===== src/rtl/dword_tx_serializer_pkg.sv =====
// Shared constants and FSM encoding for the debug-word UART serializer.
package dword_tx_serializer_pkg;

  localparam int BYTE              = 8;
  localparam int DWORD             = 32;
  localparam int NB_BYTES_PER_WORD = DWORD / BYTE;

  typedef enum logic [1:0] {
    ST_IDLE  = 2'b00,
    ST_START = 2'b01,
    ST_WAIT  = 2'b10
  } state_e;

endpackage


===== src/rtl/sync_word_fifo.sv =====
// Single-clock word FIFO with occupancy count; pushes while full and pops while empty are ignored.
module sync_word_fifo #(
  parameter int WIDTH = 32,
  parameter int DEPTH = 4
) (
  input  logic                   i_clock,
  input  logic                   i_reset,
  input  logic                   i_push,
  input  logic [WIDTH-1:0]       i_data,
  input  logic                   i_pop,
  output logic [WIDTH-1:0]       o_data,
  output logic                   o_full,
  output logic                   o_empty,
  output logic [$clog2(DEPTH):0] o_count
);

  localparam int PTR_W = $clog2(DEPTH);

  logic [WIDTH-1:0] mem_q [DEPTH];
  logic [PTR_W-1:0] wr_ptr_q, wr_ptr_d;
  logic [PTR_W-1:0] rd_ptr_q, rd_ptr_d;
  logic [PTR_W:0]   count_q, count_d;
  logic             do_push, do_pop;

  assign o_full  = (count_q == (PTR_W+1)'(DEPTH));
  assign o_empty = (count_q == '0);
  assign o_count = count_q;
  assign o_data  = mem_q[rd_ptr_q];

  assign do_push = i_push && !o_full;
  assign do_pop  = i_pop && !o_empty;

  // NOTE: every signal gets a default at the top of always_comb, so no path can infer a latch.
  always_comb begin
    wr_ptr_d = wr_ptr_q;
    rd_ptr_d = rd_ptr_q;
    count_d  = count_q;
    if (do_push) wr_ptr_d = wr_ptr_q + PTR_W'(1);
    if (do_pop)  rd_ptr_d = rd_ptr_q + PTR_W'(1);
    unique case ({do_push, do_pop})
      2'b10:   count_d = count_q + (PTR_W+1)'(1);
      2'b01:   count_d = count_q - (PTR_W+1)'(1);
      default: count_d = count_q;
    endcase
  end

  // NOTE: state registers use non-blocking assignments so every flop samples pre-edge values.
  always_ff @(posedge i_clock or posedge i_reset) begin
    if (i_reset) begin
      wr_ptr_q <= '0;
      rd_ptr_q <= '0;
      count_q  <= '0;
    end else begin
      wr_ptr_q <= wr_ptr_d;
      rd_ptr_q <= rd_ptr_d;
      count_q  <= count_d;
    end
  end

  // NOTE: storage is deliberately not reset; the count and pointers alone decide what is valid.
  always_ff @(posedge i_clock) begin
    if (do_push) mem_q[wr_ptr_q] <= i_data;
  end

endmodule


===== src/rtl/dword_tx_serializer.sv =====
// Buffers debug words and feeds them to the UART one byte per tx_start, pacing on tx_done.
module dword_tx_serializer
  import dword_tx_serializer_pkg::*;
#(
  parameter int DWORD      = dword_tx_serializer_pkg::DWORD,
  parameter int BYTE       = dword_tx_serializer_pkg::BYTE,
  parameter int FIFO_DEPTH = 4,
  parameter bit MSB_FIRST  = 1'b0
) (
  input  logic                        i_clock,
  input  logic                        i_reset,
  input  logic [DWORD-1:0]            i_word_data,
  input  logic                        i_word_valid,
  output logic                        o_word_ready,
  input  logic                        i_tx_done,
  output logic [BYTE-1:0]             o_tx_data,
  output logic                        o_tx_start,
  output logic                        o_busy,
  output logic [$clog2(FIFO_DEPTH):0] o_fifo_count,
  output logic                        o_overflow
);

  localparam int NB_BYTES = DWORD / BYTE;
  localparam int CNT_W    = (NB_BYTES > 1) ? $clog2(NB_BYTES) : 1;
  localparam logic [CNT_W-1:0] LAST_BYTE = CNT_W'(NB_BYTES - 1);

  state_e           state_q, state_d;
  logic [CNT_W-1:0] cnt_q, cnt_d;
  logic [DWORD-1:0] shreg_q, shreg_d;
  logic             overflow_q, overflow_d;

  logic [DWORD-1:0] fifo_rdata;
  logic             fifo_full, fifo_empty, fifo_pop;

  sync_word_fifo #(
    .WIDTH (DWORD),
    .DEPTH (FIFO_DEPTH)
  ) u_fifo (
    .i_clock (i_clock),
    .i_reset (i_reset),
    .i_push  (i_word_valid),
    .i_data  (i_word_data),
    .i_pop   (fifo_pop),
    .o_data  (fifo_rdata),
    .o_full  (fifo_full),
    .o_empty (fifo_empty),
    .o_count (o_fifo_count)
  );

  assign o_word_ready = !fifo_full;
  assign o_busy       = !fifo_empty || (state_q != ST_IDLE);
  assign o_overflow   = overflow_q;
  assign overflow_d   = overflow_q || (i_word_valid && fifo_full);

  // The current byte always sits at the outgoing end of the shift register.
  assign o_tx_data = MSB_FIRST ? shreg_q[DWORD-1 -: BYTE] : shreg_q[BYTE-1:0];

  always_comb begin
    state_d    = state_q;
    cnt_d      = cnt_q;
    shreg_d    = shreg_q;
    fifo_pop   = 1'b0;
    o_tx_start = 1'b0;
    unique case (state_q)
      ST_IDLE: begin
        if (!fifo_empty) begin
          fifo_pop = 1'b1;
          shreg_d  = fifo_rdata;
          cnt_d    = '0;
          state_d  = ST_START;
        end
      end
      ST_START: begin
        o_tx_start = 1'b1;
        state_d    = ST_WAIT;
      end
      ST_WAIT: begin
        if (i_tx_done) begin
          if (cnt_q != LAST_BYTE) begin
            shreg_d = MSB_FIRST ? (shreg_q << BYTE) : (shreg_q >> BYTE);
            cnt_d   = cnt_q + CNT_W'(1);
            state_d = ST_START;
          end else if (!fifo_empty) begin
            // Reload straight from WAIT so consecutive words have no idle gap.
            fifo_pop = 1'b1;
            shreg_d  = fifo_rdata;
            cnt_d    = '0;
            state_d  = ST_START;
          end else begin
            state_d = ST_IDLE;
          end
        end
      end
      default: state_d = ST_IDLE;
    endcase
  end

  always_ff @(posedge i_clock or posedge i_reset) begin
    if (i_reset) begin
      state_q    <= ST_IDLE;
      cnt_q      <= '0;
      shreg_q    <= '0;
      overflow_q <= 1'b0;
    end else begin
      state_q    <= state_d;
      cnt_q      <= cnt_d;
      shreg_q    <= shreg_d;
      overflow_q <= overflow_d;
    end
  end

endmodule


===== config.mk =====
export PLATFORM = sky130hd
export DESIGN_NAME = dword_tx_serializer
export DESIGN_NICKNAME = d
export VERILOG_FILES = /design/src/rtl/dword_tx_serializer_pkg.sv /design/src/rtl/sync_word_fifo.sv /design/src/rtl/dword_tx_serializer.sv
export SDC_FILE = /design/constraint.sdc
export NUM_CORES = 1
export LEC_CHECK = 0
export ABC_AREA = 1
export CAP_MARGIN = 20
export CORE_ASPECT_RATIO = 0.9
export CORE_UTILIZATION = 53
export CTS_CLUSTER_DIAMETER = 150
export DETAILED_ROUTE_END_ITERATION = 16
export PLACE_DENSITY = 0.75
export SYNTH_ARGS = -nofsm -noshare
export SYNTH_HDL_FRONTEND = slang
export SYNTH_SLANG_ARGS = --single-unit

===== constraint.sdc =====
create_clock -name i_clock -period 2.4 [get_ports i_clock]
set_clock_uncertainty 0.2 [all_clocks]
set_input_delay 0.72 -clock i_clock [delete_from_list [all_inputs] [get_ports i_clock]]
set_output_delay 0.72 -clock i_clock [all_outputs]
set_load 0.005 [all_outputs]

==> flow_metrics.py <==
metrics = {
    "status": {
        "status": "finished with violations",
        "violations": "DRC",
    },
    "global_route": {
        "grt_pass1_wl_um": 23900,
        "grt_use_total_pct": 22.7,
        "gr-total-overflow": 0,
        "antenna_found_initial": 0,
        "grt_pass1_vias": 4639,
        "grt_max_degree": 67,
    },
    "detailed_routing": {
        "routed_via_density": 5.36,
        "drc_errors": 6,
        "ant_nets": 0,
        "drt_iter0_drc": 367,
        "wl_per_cell_um": 16.9,
        "drt_pre_antenna_iters": 11,
        "wirelength_um": 14900,
        "num_vias": 4748,
    },
    "layout": {
        "syn_to_final_growth_pct": 20.0,
        "nNetsFinal": 747,
        "drive_gt1_share_pct": 16.5,
        "fillers": 977,
        "final_common_cell": "nand2_1",
        "antenna-diode-count": 0,
        "regArea_mm2": 0.00495,
        "fin_cells": 885,
        "multi_input_area_mm2": 0.00195,
        "final_cell_mix": "nand2_1 (220), edfxtp_1 (128), nand3_1 (71)",
    },
    "floorplanning": {
        "die_y_um": 113,
        "coreArea_mm2": 0.0133,
        "fp-row-count": 40,
        "start_util_pct": 54.1,
        "die_w_um": 125,
        "dieArea_mm2": 0.0141,
        "ioPinCount": 51,
    },
    "clock_tree": {
        "clkSlewWorstSetupHoldPaths_ns": 0.06,
        "cts_tree": "done",
        "clockBufferDepth": 2,
        "clk-insertion-delay-late_ns": 0.42,
        "root_buffer": "clkbuf_16",
        "cts_hold_buffers": 0,
        "cts_sinks": 172,
        "ctsHtreeMaxLevel": 4,
        "cts_made_buffers": 17,
    },
    "worst_setup_path": {
        "rr_startpoint": "state_q[1]",
        "start_kind": "flop",
        "worstSetupPathType": "reg -> out",
        "required_ns": 1.48,
        "critPathArrivalTime_ns": 1.44,
        "cp_max_fo": 3,
        "crit_path_end_kind": "output pin",
        "crit_start": "u_fifo.o_count[0]",
    },
    "sta": {
        "slew_headroom_pct": 50.3,
        "setup_violations": 0,
        "rsz0062_at_grt": "false",
        "fmax_mhz": 424,
        "fin_tns_setup_ns": 0,
        "worst_slew_pin_slew_ns": 0.745,
        "slew_viol_final": 0,
        "period_share_pct": 98.2,
        "fin_crit_ns": 2.36,
        "hold_violations": 0,
    },
    "power_and_ir_drop": {
        "leakage_nw": 3.48,
        "vdd_drop_max_uv": 676,
        "powerDensity_mw_per_mm2": 1370,
    },
    "synth": {
        "ys.flop_type": "edfxtp_1",
        "syn-instance-count": 644,
        "synth.cell_area_mm2": 0.00720,
        "yosys_warnings": 0,
        "yosys.area.top_type": "edfxtp_1",
        "ys_seq_area_share_pct": 68.6,
        "ys_ff_latch": 172,
        "ys_types": 30,
        "synth_top_area_share_pct": 53.4,
        "syn_area_per_cell_um2": 11.2,
        "synth_nets": 687,
        "async_reset_ff_share_pct": 25.6,
        "synthTopCellsByArea": "edfxtp_1 (53%), dfrtp_1 (15%), nand2_1 (12%)",
        "synth-edff-count": 128,
    },
    "min_path": {
        "min_from": "o_overflow",
        "hold_class": "reg -> reg",
    },
    "place": {
        "place_congestion": 0.789,
        "place_hpwl_um": 8500,
        "place_inst": 845,
        "portBuffers": 50,
    },
    "job": {
        "maxCapViolCount": 0,
    },
}
-- kinds of logic (layout without fill, tap and decap cells) --
group | after synthesis | count (layout) | synth area share [%]
flops | 172 | 172 | 68.6
buf+inv | 64 | 137 | 4.57
xor+xnor | 4 | 4 | 0.486
fa+ha+maj | 7 | 7 | 1.32
simple gates | 355 | 355 | 21.2
compound gates | 42 | 42 | 3.75
-- metrics by stage --
stage | hold WS [ns] | total power [mW] | cell area [um2] | util [%] | setup slack [ns]
floorplan | 0.250 | 7.44 | 7200 | - | -0.476
global route | 0.293 | 12.5 | 8640 | 64.9 | 0.0000574
CTS | 0.283 | 11.8 | 8620 | 64.8 | 0.00839
finish | 0.286 | 11.8 | 8640 | 64.9 | 0.0434
detailed placement | 0.265 | 8.88 | 7970 | 59.8 | -0.448
global placement | 0.254 | 8.70 | 7970 | 59.8 | -0.422
-- layer usage --
layer	wire [um]	track usage (%)	vias to the layer above
li1	-	-	2263
met1	6370	28.7	2339
met2	7560	38.6	129
met3	774	6.05	17
met4	214	7.32	0
met5	0	0	-
-- registers in the layout (all words and copies together), names as in the netlist --
signal	cells
o_overflow	1
u_fifo.o_count	3
cnt_q	2
u_fifo.mem_q	128
shreg_q	32
u_fifo.rd_ptr_q	2
u_fifo.wr_ptr_q	2
state_q	2
-- report_power, final --
| part | internal, mW | switching (mW) | total [mW] |
|---|---|---|---|
| combinational | 1.72 | 2.92 | 4.64 |
| sequential | 4.06 | 0.297 | 4.35 |
| clock | 1.72 | 1.09 | 2.81 |
-- critical path, stage by stage (launching register included) --
cell	delay (ns)
dfrtp_1	0.38
buf_4	0.14
clkdlybuf4s50_1	0.49
-- layout make-up --
cell class,count,area share (%)
clock buffers,18,4.97
clock inverters,14,2.03
inverters,26,1.14
multi-input cells,408,22.6
flip-flops and latches,172,57.3
well taps,168,2.43
repair buffers,79,9.60
-- worst paths after layout --
path	end	slack, ns	cells past startpoint
setup / recovery	o_fifo_count[0]	0.04	2
hold / removal	o_overflow	0.29	1
setup reg to reg	u_fifo.o_count[2]	0.18	11
hold reg to reg	o_overflow	0.29	1
max in group asynchronous	shreg_q[30]	1.07	3
min in group asynchronous	shreg_q[6]	0.42	2
-- timing repair --
action / in CTS / in global routing
setup buffers: 6 / 2
resized for setup: 9 / 5
endpoints found under the setup margin: 4 / 5
pin swaps: 1 / 3
-- Yosys cell counts (2+ instances only) --
| master | count |
|---|---|
| buf_4 | 9 |
| ha_1 | 6 |
| buf_12 | 2 |
| or2_2 | 21 |
| edfxtp_1 | 128 |
| clkbuf_1 | 9 |
| xor2_1 | 3 |
| nor2_2 | 10 |
| buf_2 | 17 |
| inv_1 | 23 |
| a21oi_2 | 10 |
| nand2_2 | 2 |
| nor2_1 | 27 |
| nand2_1 | 221 |
| dfrtp_1 | 44 |
| nand3_1 | 71 |
| o21ai_0 | 9 |
| a21oi_1 | 18 |
| a22oi_1 | 3 |
No activity file was read; power rests on OpenSTA's default activity.
